[src/rtl/pri_dec_mask_if.sv]
// Request/status bundle for pri_dec_mask; err exists only when PRI_DEC_ERR_EN is defined.
interface pri_dec_mask_if #(
   parameter int IN  = 4,
   parameter int OUT = 1 << IN
);
   logic            set_valid;
   logic [IN-1:0]   set_idx;
   logic            clr_valid;
   logic [IN-1:0]   clr_idx;
   logic            flush;
   logic            valid;
   logic [OUT-1:0]  out_onehot;
   logic [OUT-1:0]  mask;
   logic [IN:0]     cnt;
   logic            full;
   logic            empty;
`ifdef PRI_DEC_ERR_EN
   logic            err;
`endif

   modport master (
      output set_valid, set_idx, clr_valid, clr_idx, flush,
      input  valid, out_onehot, mask, cnt, full
      , input empty
`ifdef PRI_DEC_ERR_EN
      , input err
`endif
   );

   modport slave (
      input  set_valid, set_idx, clr_valid, clr_idx, flush,
      output valid, out_onehot, mask, cnt, full
      , output empty
`ifdef PRI_DEC_ERR_EN
      , output err
`endif
   );
endinterface

[src/rtl/pri_dec_mask.sv]
// Registered index-to-one-hot decoder with sticky occupancy mask and count; 1-cycle latency,
// no backpressure (every request accepted). Optional sticky err output via PRI_DEC_ERR_EN.
module pri_dec_mask #(
   parameter int IN  = 4,
   parameter int OUT = 1 << IN,
   parameter bit ACT = 1'b1          // 1: set bits read 1, 0: set bits read 0
) (
   input  logic            clk,
   input  logic            reset,
   pri_dec_mask_if.slave   bus
);
   localparam logic [OUT-1:0] ONE     = {{(OUT-1){1'b0}}, 1'b1};
   localparam logic [IN:0]    CNT_ONE = {{IN{1'b0}}, 1'b1};
   localparam logic [IN:0]    CNT_MAX = (IN+1)'(OUT);

   logic [OUT-1:0] mask_q, onehot_q;
   logic           valid_q;
   logic [IN:0]    cnt_q;

   logic [OUT-1:0] mask_flushed, set_vec, clr_vec, mask_d;
   logic           same_idx, cnt_inc, cnt_dec;
   logic [IN:0]    cnt_d;

   always_comb begin
      mask_flushed = bus.flush ? '0 : mask_q;
      set_vec      = bus.set_valid ? (ONE << bus.set_idx) : '0;
      clr_vec      = bus.clr_valid ? (ONE << bus.clr_idx) : '0;
      mask_d       = (mask_flushed & ~clr_vec) | set_vec;
      same_idx     = bus.set_valid && bus.clr_valid && (bus.set_idx == bus.clr_idx);
      // A clear cancelled by a same-index set neither frees nor re-occupies the bit.
      cnt_inc      = bus.set_valid && !mask_flushed[bus.set_idx];
      cnt_dec      = bus.clr_valid && mask_flushed[bus.clr_idx] && !same_idx;
      cnt_d        = bus.flush ? '0 : cnt_q;
      if (cnt_inc) cnt_d = cnt_d + CNT_ONE;
      if (cnt_dec) cnt_d = cnt_d - CNT_ONE;
   end

   always_ff @(posedge clk or posedge reset) begin
      if (reset) begin
         mask_q   <= '0;
         onehot_q <= '0;
         valid_q  <= 1'b0;
         cnt_q    <= '0;
      end else begin
         mask_q   <= mask_d;
         onehot_q <= set_vec;
         valid_q  <= bus.set_valid;
         cnt_q    <= cnt_d;
      end
   end

   assign bus.mask       = ACT ? mask_q   : ~mask_q;
   assign bus.out_onehot = ACT ? onehot_q : ~onehot_q;
   assign bus.valid      = valid_q;
   assign bus.cnt        = cnt_q;
   assign bus.full       = (cnt_q == CNT_MAX);
   assign bus.empty      = (cnt_q == '0);

`ifdef PRI_DEC_ERR_EN
   logic err_q, err_hit;

   always_comb begin
      err_hit = !bus.flush &&
                ((bus.set_valid && mask_q[bus.set_idx] && !same_idx) ||
                 (bus.clr_valid && !mask_q[bus.clr_idx] && !same_idx));
   end

   always_ff @(posedge clk or posedge reset) begin
      if (reset)          err_q <= 1'b0;
      else if (bus.flush) err_q <= 1'b0;
      else if (err_hit)   err_q <= 1'b1;
   end

   assign bus.err = err_q;
`endif
endmodule
[src/flat_wrapper.sv]
// flat-port wrapper written by rule: the top's interface ports become plain ports
module pri_dec_mask_flat 
#(
   parameter int IN  = 4,
   parameter int OUT = 1 << IN,
   parameter bit ACT = 1'b1                                                   
)
  (clk, reset, bus_set_valid, bus_set_idx, bus_clr_valid, bus_clr_idx, bus_flush, bus_valid, bus_out_onehot, bus_mask, bus_cnt, bus_full, bus_empty);
  pri_dec_mask_if #(.IN(IN), .OUT(OUT)) bus_i ();
  input  logic clk;
  input  logic reset;
  input wire logic [$bits(bus_i.set_valid)-1:0] bus_set_valid;
  input wire logic [$bits(bus_i.set_idx)-1:0] bus_set_idx;
  input wire logic [$bits(bus_i.clr_valid)-1:0] bus_clr_valid;
  input wire logic [$bits(bus_i.clr_idx)-1:0] bus_clr_idx;
  input wire logic [$bits(bus_i.flush)-1:0] bus_flush;
  output wire logic [$bits(bus_i.valid)-1:0] bus_valid;
  output wire logic [$bits(bus_i.out_onehot)-1:0] bus_out_onehot;
  output wire logic [$bits(bus_i.mask)-1:0] bus_mask;
  output wire logic [$bits(bus_i.cnt)-1:0] bus_cnt;
  output wire logic [$bits(bus_i.full)-1:0] bus_full;
  output wire logic [$bits(bus_i.empty)-1:0] bus_empty;
  assign bus_i.set_valid = bus_set_valid;
  assign bus_i.set_idx = bus_set_idx;
  assign bus_i.clr_valid = bus_clr_valid;
  assign bus_i.clr_idx = bus_clr_idx;
  assign bus_i.flush = bus_flush;
  assign bus_valid = bus_i.valid;
  assign bus_out_onehot = bus_i.out_onehot;
  assign bus_mask = bus_i.mask;
  assign bus_cnt = bus_i.cnt;
  assign bus_full = bus_i.full;
  assign bus_empty = bus_i.empty;
  pri_dec_mask #(.IN(IN), .OUT(OUT), .ACT(ACT)) u_core (.clk(clk), .reset(reset), .bus(bus_i));
endmodule
[config.mk]
export PLATFORM = sky130hd
export DESIGN_NAME = pri_dec_mask_flat
export DESIGN_NICKNAME = d
export VERILOG_FILES = /design/src/rtl/pri_dec_mask_if.sv /design/src/rtl/pri_dec_mask.sv /design/src/flat_wrapper.sv
export SDC_FILE = /design/constraint.sdc
export NUM_CORES = 1
export LEC_CHECK = 0
export ABC_AREA = 1
export CORE_ASPECT_RATIO = 0.9
export CORE_MARGIN = 2
export CORE_UTILIZATION = 44
export CTS_CLUSTER_SIZE = 14
export DETAILED_ROUTE_END_ITERATION = 6
export GPL_TIMING_DRIVEN = 0
export HOLD_SLACK_MARGIN = 0.15
export PLACE_DENSITY = 0.76
export SETUP_SLACK_MARGIN = 0.15
export SYNTH_ARGS = -nofsm -noshare
export SYNTH_HDL_FRONTEND = slang
export SYNTH_SLANG_ARGS = --single-unit
[constraint.sdc]
create_clock -name clk -period 1.7 [get_ports clk]
set_input_delay 0.34 -clock clk [delete_from_list [all_inputs] [get_ports clk]]
set_output_delay 0.34 -clock clk [all_outputs]
set_load 0.02 [all_outputs]
==> results of run 1 <==
[power groups by stage]
stage	clock network, uW	logic (uW)	registers [uW]
5_1_grt	792	787	992
2_1_floorplan	0	312	1060
3_5_place_dp	0	635	1000
4_1_cts	763	644	984
3_3_place_gp	0	616	1000
6_report	754	725	985
[registers in the layout, summed over array words and instances (netlist names)]
register	count
u_core.bus.cnt	5
u_core.bus.mask	16
u_core.bus.out_onehot	16
u_core.bus.valid	1
[worst min-delay path, stage by stage]
cell and delay, ns:
buf_6 0.14, nor2_4 0.06, o21ai_0 0.06, o21ai_0 0.07
[cell type report]
cell class	count	area, sq um
fill	411	1420
sequential	38	955
clock buffer	7	76.3
inverter	35	141
clock inverter	1	30.0
tap	62	77.6
multi-input combinational	203	1100
buffer	6	42.5
timing repair buffer	70	638
[per-stage QoR]
step	power [uW]	cells	hold WS [ns]	setup TNS, ns	cell area (sq um)
after global routing	2570	422	0.434	-1.20	3070
after global placement	1620	394	0.586	-23.24	2710
after CTS	2390	417	0.402	-0.331	2930
after floorplan	1380	282	0.371	-0.118	2130
after detailed placement	1640	395	0.585	-12.87	2740
final	2460	422	0.414	-0.607	3070
[cell usage in the layout, fill, tap and decap left out, types with 2 or more instances in the layout]
cell,netlist,final
a21oi_1,7,7
buf_2,3,4
buf_4,0,20
buf_6,1,3
clkbuf_1,2,2
clkbuf_2,0,2
clkbuf_8,0,5
clkdlybuf4s50_1,0,3
dfrtp_1,38,35
dfrtp_2,0,3
dlygate4sd2_1,0,35
dlymetal6s2s_1,0,7
inv_1,33,25
inv_2,2,8
nand2_1,69,53
nand2_2,4,14
nand2_4,0,6
nand3_1,11,9
nand3_2,2,3
nand3_4,1,2
nand4_1,7,7
nor2_1,55,46
nor2_2,3,9
nor2_4,0,3
o21ai_0,26,25
o21ai_2,0,2
o22ai_1,8,8
xnor2_1,2,2
xor2_1,2,2
[timing repair]
item,CTS,global route
pin swaps,19,10
setup buffers,14,5
setup endpoints to repair,58,22
hold buffers,0,0
resized for setup,81,31
[logic make-up after synthesis]
group,after synthesis,share of synthesized area
XOR/XNOR,4,0.0170
buffers and inverters,41,0.0802
AND/OR/NAND/NOR,153,0.316
AO/OA/AOI/OAI,44,0.113
flip-flops,38,0.462
adder cells (fa/ha/maj),2,0.0121
[Yosys cell counts, drive strengths merged (4+ instances only)]
cell type / count / area (sq um)
dfrtp: 38 / 951
inv: 35 / 131
a21oi: 7 / 35.0
nand4: 7 / 43.8
o22ai: 8 / 50.1
o21ai: 28 / 140
buf: 4 / 26.3
nand3: 14 / 92.6
nor2: 58 / 225
nand2: 73 / 284
[worst paths after layout]
kind / end / slack (ns) / cells after the start
max: u_core.bus.cnt[4] / -0.23 / 15
min: u_core.bus.mask[7] / 0.41 / 4
max reg2reg: u_core.bus.cnt[4] / -0.23 / 15
min reg2reg: u_core.bus.mask[3] / 0.60 / 2
max in group asynchronous: u_core.bus.mask[11] / 0.66 / 3
min in group asynchronous: u_core.bus.out_onehot[4] / 0.47 / 2
[layer usage]
layer  track usage  part of all wire  vias up
li1              -                 -     1052
met1         0.337              0.42     1050
met2         0.434              0.48       93
met3        0.0430             0.086       13
met4        0.0909             0.018        0
met5             0                 0        -
==> impl_results.md, run 1 <==
* Status: finished, violations left
* Violated checks: negative setup slack
* HP Class: in -> reg
* FP Rows at 23
* Area Overhead vs Synth at 48.8%
* Crit path capture type: flip-flop
* Drt drc at 0
* Die W at around 76 um
* Post-synth EDFFs at 0
* Worst EP required at approximately 1.9 ns
* Syn Std Cell Area at ~2000 sq um
* Overall Global Routing Usage at 0.255
* Drt first pass iters at 4
* Max-cap check violation count at 0
* PwrDens at roughly 800 nW/um^2
* Worst-case clock buffer depth at 2
* WP data arrival at ~2.1 ns
* Final hold vios at 0
* GPL Wtd Cong at 0.939
* Congestion Overflow GR at 0
* Die Y-Extent at slightly below 70 um
* Syn nets at ~300
* Cell Chain, Critical Path: nand2_4 -> nor2_1 -> nor2_1 -> nand3_1 -> nand3_4 -> nand3_4 -> nand2_4 -> nand2_4 -> inv_4 -> ha_4 -> inv_2 -> nor2_2 -> nand3_2 -> o21ai_2 -> nand2_1
* Layout cells sized above 1 at 0.256
* CTS tree: built
* Starting density of the core at 0.459
* Synth Register Bits at 38
* Unrepaired setup endpoints after global routing: true
* Yosys warns at 0
* Die area at around 5200 sq um
* Detailed-placement wirelength estimate at around 4600 um
* Clock power share at 0.306
* Worst Clk Skew at roughly 0.014 ns
* CP max stage delay at 0.41 ns
* Routed WL at about 6600 um
* Root Buffer Master: clkbuf_8
* Most used cell, CP: nand2_4
* Final ANT Viol Nets at 0
* Reg power frac at 0.400
* Top_reg_cell synth: dfrtp_1
* CP Buf/Inv Count at 2
* Net Switching at ~800 uW
* Wire length per cell at between 15 and 20 um
* Total core area at between 4000 and 5000 sq um
* Worst-path clk slew at around 0.08 ns
* Synthesized instance count at approximately 280
* Vias in the first global route at roughly 2100
* First-pass GRT wire length at about 10000 um
* Tmin final at a little under 2 ns
* Initial antenna violation count at 0
* Fin. max-slew vios at 0
* Register area share after synthesis at 0.462
* Crit start category: flip-flop
* Largest net degree at the start of global routing at 23
* Post-Route Utilization at 0.683
* Slew @ Worst Pin at roughly 0.75 ns
* Hold Startpoint: bus_flush
* CP startpoint: u_core.bus.mask[15]
* Inserted Diodes at 0
* FF-to-FF Start: u_core.bus.mask[15]
* Crit-path leading delay family: simple AND/OR/NAND/NOR gates
* Crit-path slowest cell: dfrtp_1
* Max Fclk at between 0.5 and 0.6 GHz
* Mean post-synth cell area at 7.30 sq um
* Combinational power share at 0.294
* Switching share of total power at 0.323
* Internal at about 1700 uW
* Ys async rst share at 1.00
* Endpoints failing setup at 3
* I/O pin cnt at 53
* Crit path kind: reg -> reg
* Input/output buffers at 50
* Vias at approximately 2200
* Post-route setup slack at -0.234 ns
* Lkg Pwr at between 0.0015 and 0.002 uW
* Via density at between 5 and 6
* CTS H-tree depth at 2
* Max FO, Critical Path at 4
* Max IR drop VDD at roughly 700 uV
* Clock Latency Late Sink at between 0.2 and 0.3 ns
* Tcrit/Tclk final at 1.14
* Max-slew headroom at 0.502
* TritonCTS buffer count at 5
* Place WS at -1.22 ns
* Clock Sinks at 38
* Drt first-iter violations at roughly 170
* Net count, final at about 370
* Synth cell types at 23
(Power assumes the default switching activity.)
==> inputs of run 2 (changes only) <==
--- a/config.mk
+++ b/config.mk
@@ -9,6 +9,7 @@
 export CORE_ASPECT_RATIO = 0.9
 export CORE_MARGIN = 2
 export CORE_UTILIZATION = 44
+export CTS_CLUSTER_DIAMETER = 40
 export CTS_CLUSTER_SIZE = 14
 export DETAILED_ROUTE_END_ITERATION = 6
 export GPL_TIMING_DRIVEN = 0
==> results of run 2 <==
Final layout, timing and power as in run 1 (identical DEF).
==> inputs of run 3 (changes only) <==
==> constraint.sdc (replaced) <==
create_clock -name clk -period 1.7 [get_ports clk]
set_input_delay 0.17 -clock clk [delete_from_list [all_inputs] [get_ports clk]]
set_output_delay 0.17 -clock clk [all_outputs]
set_load 0.02 [all_outputs]
==> run 3 against run 2 <==
Net effect:
- the run still ends with negative setup slack left
- non-clock buffer count decreased by 11
- die area unchanged
- routed wire length decreased by 0.50%
- design area decreased by 4.0%
- flip-flop and latch count unchanged
- power decreased by 6.0%
- cell count decreased by 2.6%
- clock skew decreased by 0.0061 ns
- utilization decreased by 2.8 points
- sequential power about the same
- critical path depth increased by 2
- worst setup slack got worse by 0.013 ns
- critical path type unchanged
- largest cell class unchanged
==> impl_results.md, run 3 (synthesized netlist as in run 1, its figures left out) <==
* Hold Buf Count CTS at 0 (unchanged)
* Crit start category: flip-flop
* Post-route setup slack at -0.247 ns (-0.0134 ns)
* Place WS at -0.970 ns (+0.252 ns)
* Net count, final at 363 (-2.9%)
* First-pass GRT wire length at 9760 um (-3.8%)
* Most frequent cells in the layout: 63 x nand2_1, 48 x nor2_1, 42 x clkdlybuf4s50_1
* R2R cell count at 17 (+2)
* Drt first pass iters at 5 (+1)
* Final instance area at 2940 sq um (-4.0%)
* Die W at 76.1 um (unchanged)
* Tmin final at 1.95 ns (+0.0134 ns)
* Slew @ Worst Pin at 0.805 ns (+0.0595 ns)
* Initial antenna violation count at 0 (unchanged)
* Input/output buffers at 50 (unchanged)
* Inserted Diodes at 0 (unchanged)
* Wire length per cell at 16.0 um (+2.2%)
* Reg2reg setup slack at -0.25 ns (about the same)
* Via density at 5.30 (+1.3%)
* Congestion Overflow GR at 0 (unchanged)
* Clock Latency Late Sink at 0.29 ns (about the same)
* Max FO, Critical Path at 4 (unchanged)
* Crit path capture type: flip-flop
* Crit path kind: reg -> reg
* Worst EP required at 1.88 ns (about the same)
* CTS H-tree depth at 2 (unchanged)
* Overall Global Routing Usage at 0.247 (-0.00755)
* Switching share of total power at 0.332 (+0.00839)
* I/O pin cnt at 53 (unchanged)
* Internal at 1550 uW (-7.2%)
* Unrepaired setup endpoints after global routing: true
* Total power at 2320 uW (-6.0%)
* Hold Path Stages at 1 (-3)
* Root Buffer Master: clkbuf_8
* FP Rows at 23 (unchanged)
* Starting density of the core at 0.459 (unchanged)
* Die Y-Extent at 68.9 um (unchanged)
* GPL Wtd Cong at 0.952 (+1.4%)
* Status: finished, violations left
* Max Fclk at 0.514 GHz (-0.69%)
* Endpoints failing setup at 4 (+1)
* Die area at 5240 sq um (unchanged)
* Final hold vios at 0 (unchanged)
* Net Switching at 768 uW (-3.5%)
* CTS tree: built
* Vias at 2178 (-1.4%)
* Drt drc at 0 (unchanged)
* Tcrit/Tclk final at 1.15 (+0.00788)
* Post-Layout Cell Count at 411 (-2.6%)
* TritonCTS buffer count at 5 (unchanged)
* Largest net degree at the start of global routing at 39 (+70%)
* Hold Startpoint: bus_set_valid
* Clock Sinks at 38 (unchanged)
* Max-cap check violation count at 0 (unchanged)
* Max-slew headroom at 0.462 (-0.0402)
* Cells after DPL at 394 (-0.25%)
* WP data arrival at 2.13 ns (+0.03 ns)
* Routed WL at 6580 um (-0.50%)
* Fin. max-slew vios at 0 (unchanged)
* Post-Route Utilization at 0.655 (-0.0276)
* Clock power share at 0.277 (-0.029)
* Total core area at 4490 sq um (unchanged)
* Hold path endpoint: u_core.bus.valid
* Lkg Pwr at 0.00137 uW (-20%)
* Max IR drop VDD at 497 uV (-29%)
* FF-to-FF Start: u_core.bus.mask[9]
* HP Class: in -> reg
* Final ANT Viol Nets at 0 (unchanged)
* Worst-case clock buffer depth at 2 (unchanged)
* Combinational power share at 0.297 (+0.003)
* Vias in the first global route at 1932 (-8.4%)
* Worst-path clk slew at 0.07 ns (about the same)
* PwrDens at 787 nW/um^2 (-2.0%)
* Placed Instance Area at 2670 sq um (-2.3%)
* Reg power frac at 0.426 (+0.026)
* Detailed-placement wirelength estimate at 4760 um (+2.6%)
* Worst Clk Skew at 0.00838 ns (-0.00609 ns)
* Layout cells sized above 1 at 0.218 (-0.0378)
* Drt first-iter violations at 172 (+3.6%)
* Critical R2R Capture: u_core.bus.cnt[4]
* Violated checks: negative setup slack
* Most common cell after layout, fill and taps aside: nand2_1
* Area Overhead vs Synth at 42.8%
==> run 3: changes by cell type in the layout (fill, tap and decap cells not counted), sizes merged <==
cell,before,now
clkdlybuf4s50,3,42
bufinv,1,0
inv,35,34
clkinv,0,1
clkinvlp,0,1
buf,29,13
clkbuf,9,12
clkdlybuf4s15,0,2
dlymetal6s2s,7,3
dlygate4sd2,35,0
==> run 3: layout make-up <==
| type | count | area, sq um |
|---|---|---|
| Clock inverter | 1 | 5.00 |
| Inverter | 35 | 135 |
| Tap cell | 62 | 77.6 |
| Sequential cell | 38 | 965 |
| Clock buffer | 7 | 86.3 |
| Buffer | 6 | 36.3 |
| Timing Repair Buffer | 59 | 569 |
| Fill cell | 423 | 1550 |
| Multi-Input combinational cell | 203 | 1070 |
==> run 3: power by group through the flow <==
stage	registers [uW]	clock network [uW]	logic [uW]
6_report	988	641	688
5_1_grt	994	681	743
4_1_cts	987	650	666
3_5_place_dp	1000	0	620
3_3_place_gp	1000	0	610
2_1_floorplan	1060	0	306
==> run 3: worst max path at each step <==
stage | depth (start not counted) | startpoint | endpoint
2_1_floorplan | 17 | u_core.bus.mask[4] | u_core.bus.cnt[4]
3_3_place_gp | 18 | bus_flush | u_core.bus.cnt[4]
3_5_place_dp | 18 | bus_flush | u_core.bus.cnt[4]
4_1_cts | 17 | u_core.bus.mask[11] | u_core.bus.cnt[4]
5_1_grt | 17 | u_core.bus.mask[11] | u_core.bus.cnt[4]
6_report | 17 | u_core.bus.mask[9] | u_core.bus.cnt[4]
==> run 3: critical path, cell delays in order, from the launching register on <==
cell     delay (ns)
dfrtp_2        0.41
nand2_2        0.09
inv_2          0.04
nand2_1        0.05
nand2_1        0.06
nor2_1         0.10
nand2_1        0.10
nand3_4        0.12
nand3_4        0.11
nand2_2        0.11
nand2_4        0.06
inv_2          0.06
ha_4           0.12
inv_2          0.03
nor2_2         0.08
nand3_2        0.11
o21ai_2        0.14
nand2_1        0.06
==> run 3: stage by stage <==
stage / hold WS [ns] / TNS, ns
CTS: 0.262 / -0.471
finish: 0.226 / -0.566
floorplan: 0.201 / -0.0917
global placement: 0.571 / -11.19
global route: 0.246 / -0.993
detailed placement: 0.573 / -15.12
==> run 3: per-layer routing <==
layer / track usage / vias up / wire length [um]
met2: 0.431 / 92 / 3140
met1: 0.333 / 1048 / 2930
met3: 0.0365 / 8 / 413
li1: - / 1030 / -
met5: 0 / - / 0
met4: 0.0614 / 0 / 90
==> run 3: what timing repair did <==
| action | CTS | global route |
|---|---|---|
| setup buffers | 7 | 2 |
| resized for setup | 30 | 19 |
| pin swaps | 6 | 8 |
| endpoints found under the setup margin | 38 | 12 |
| hold endpoints to repair | 0 | 0 |
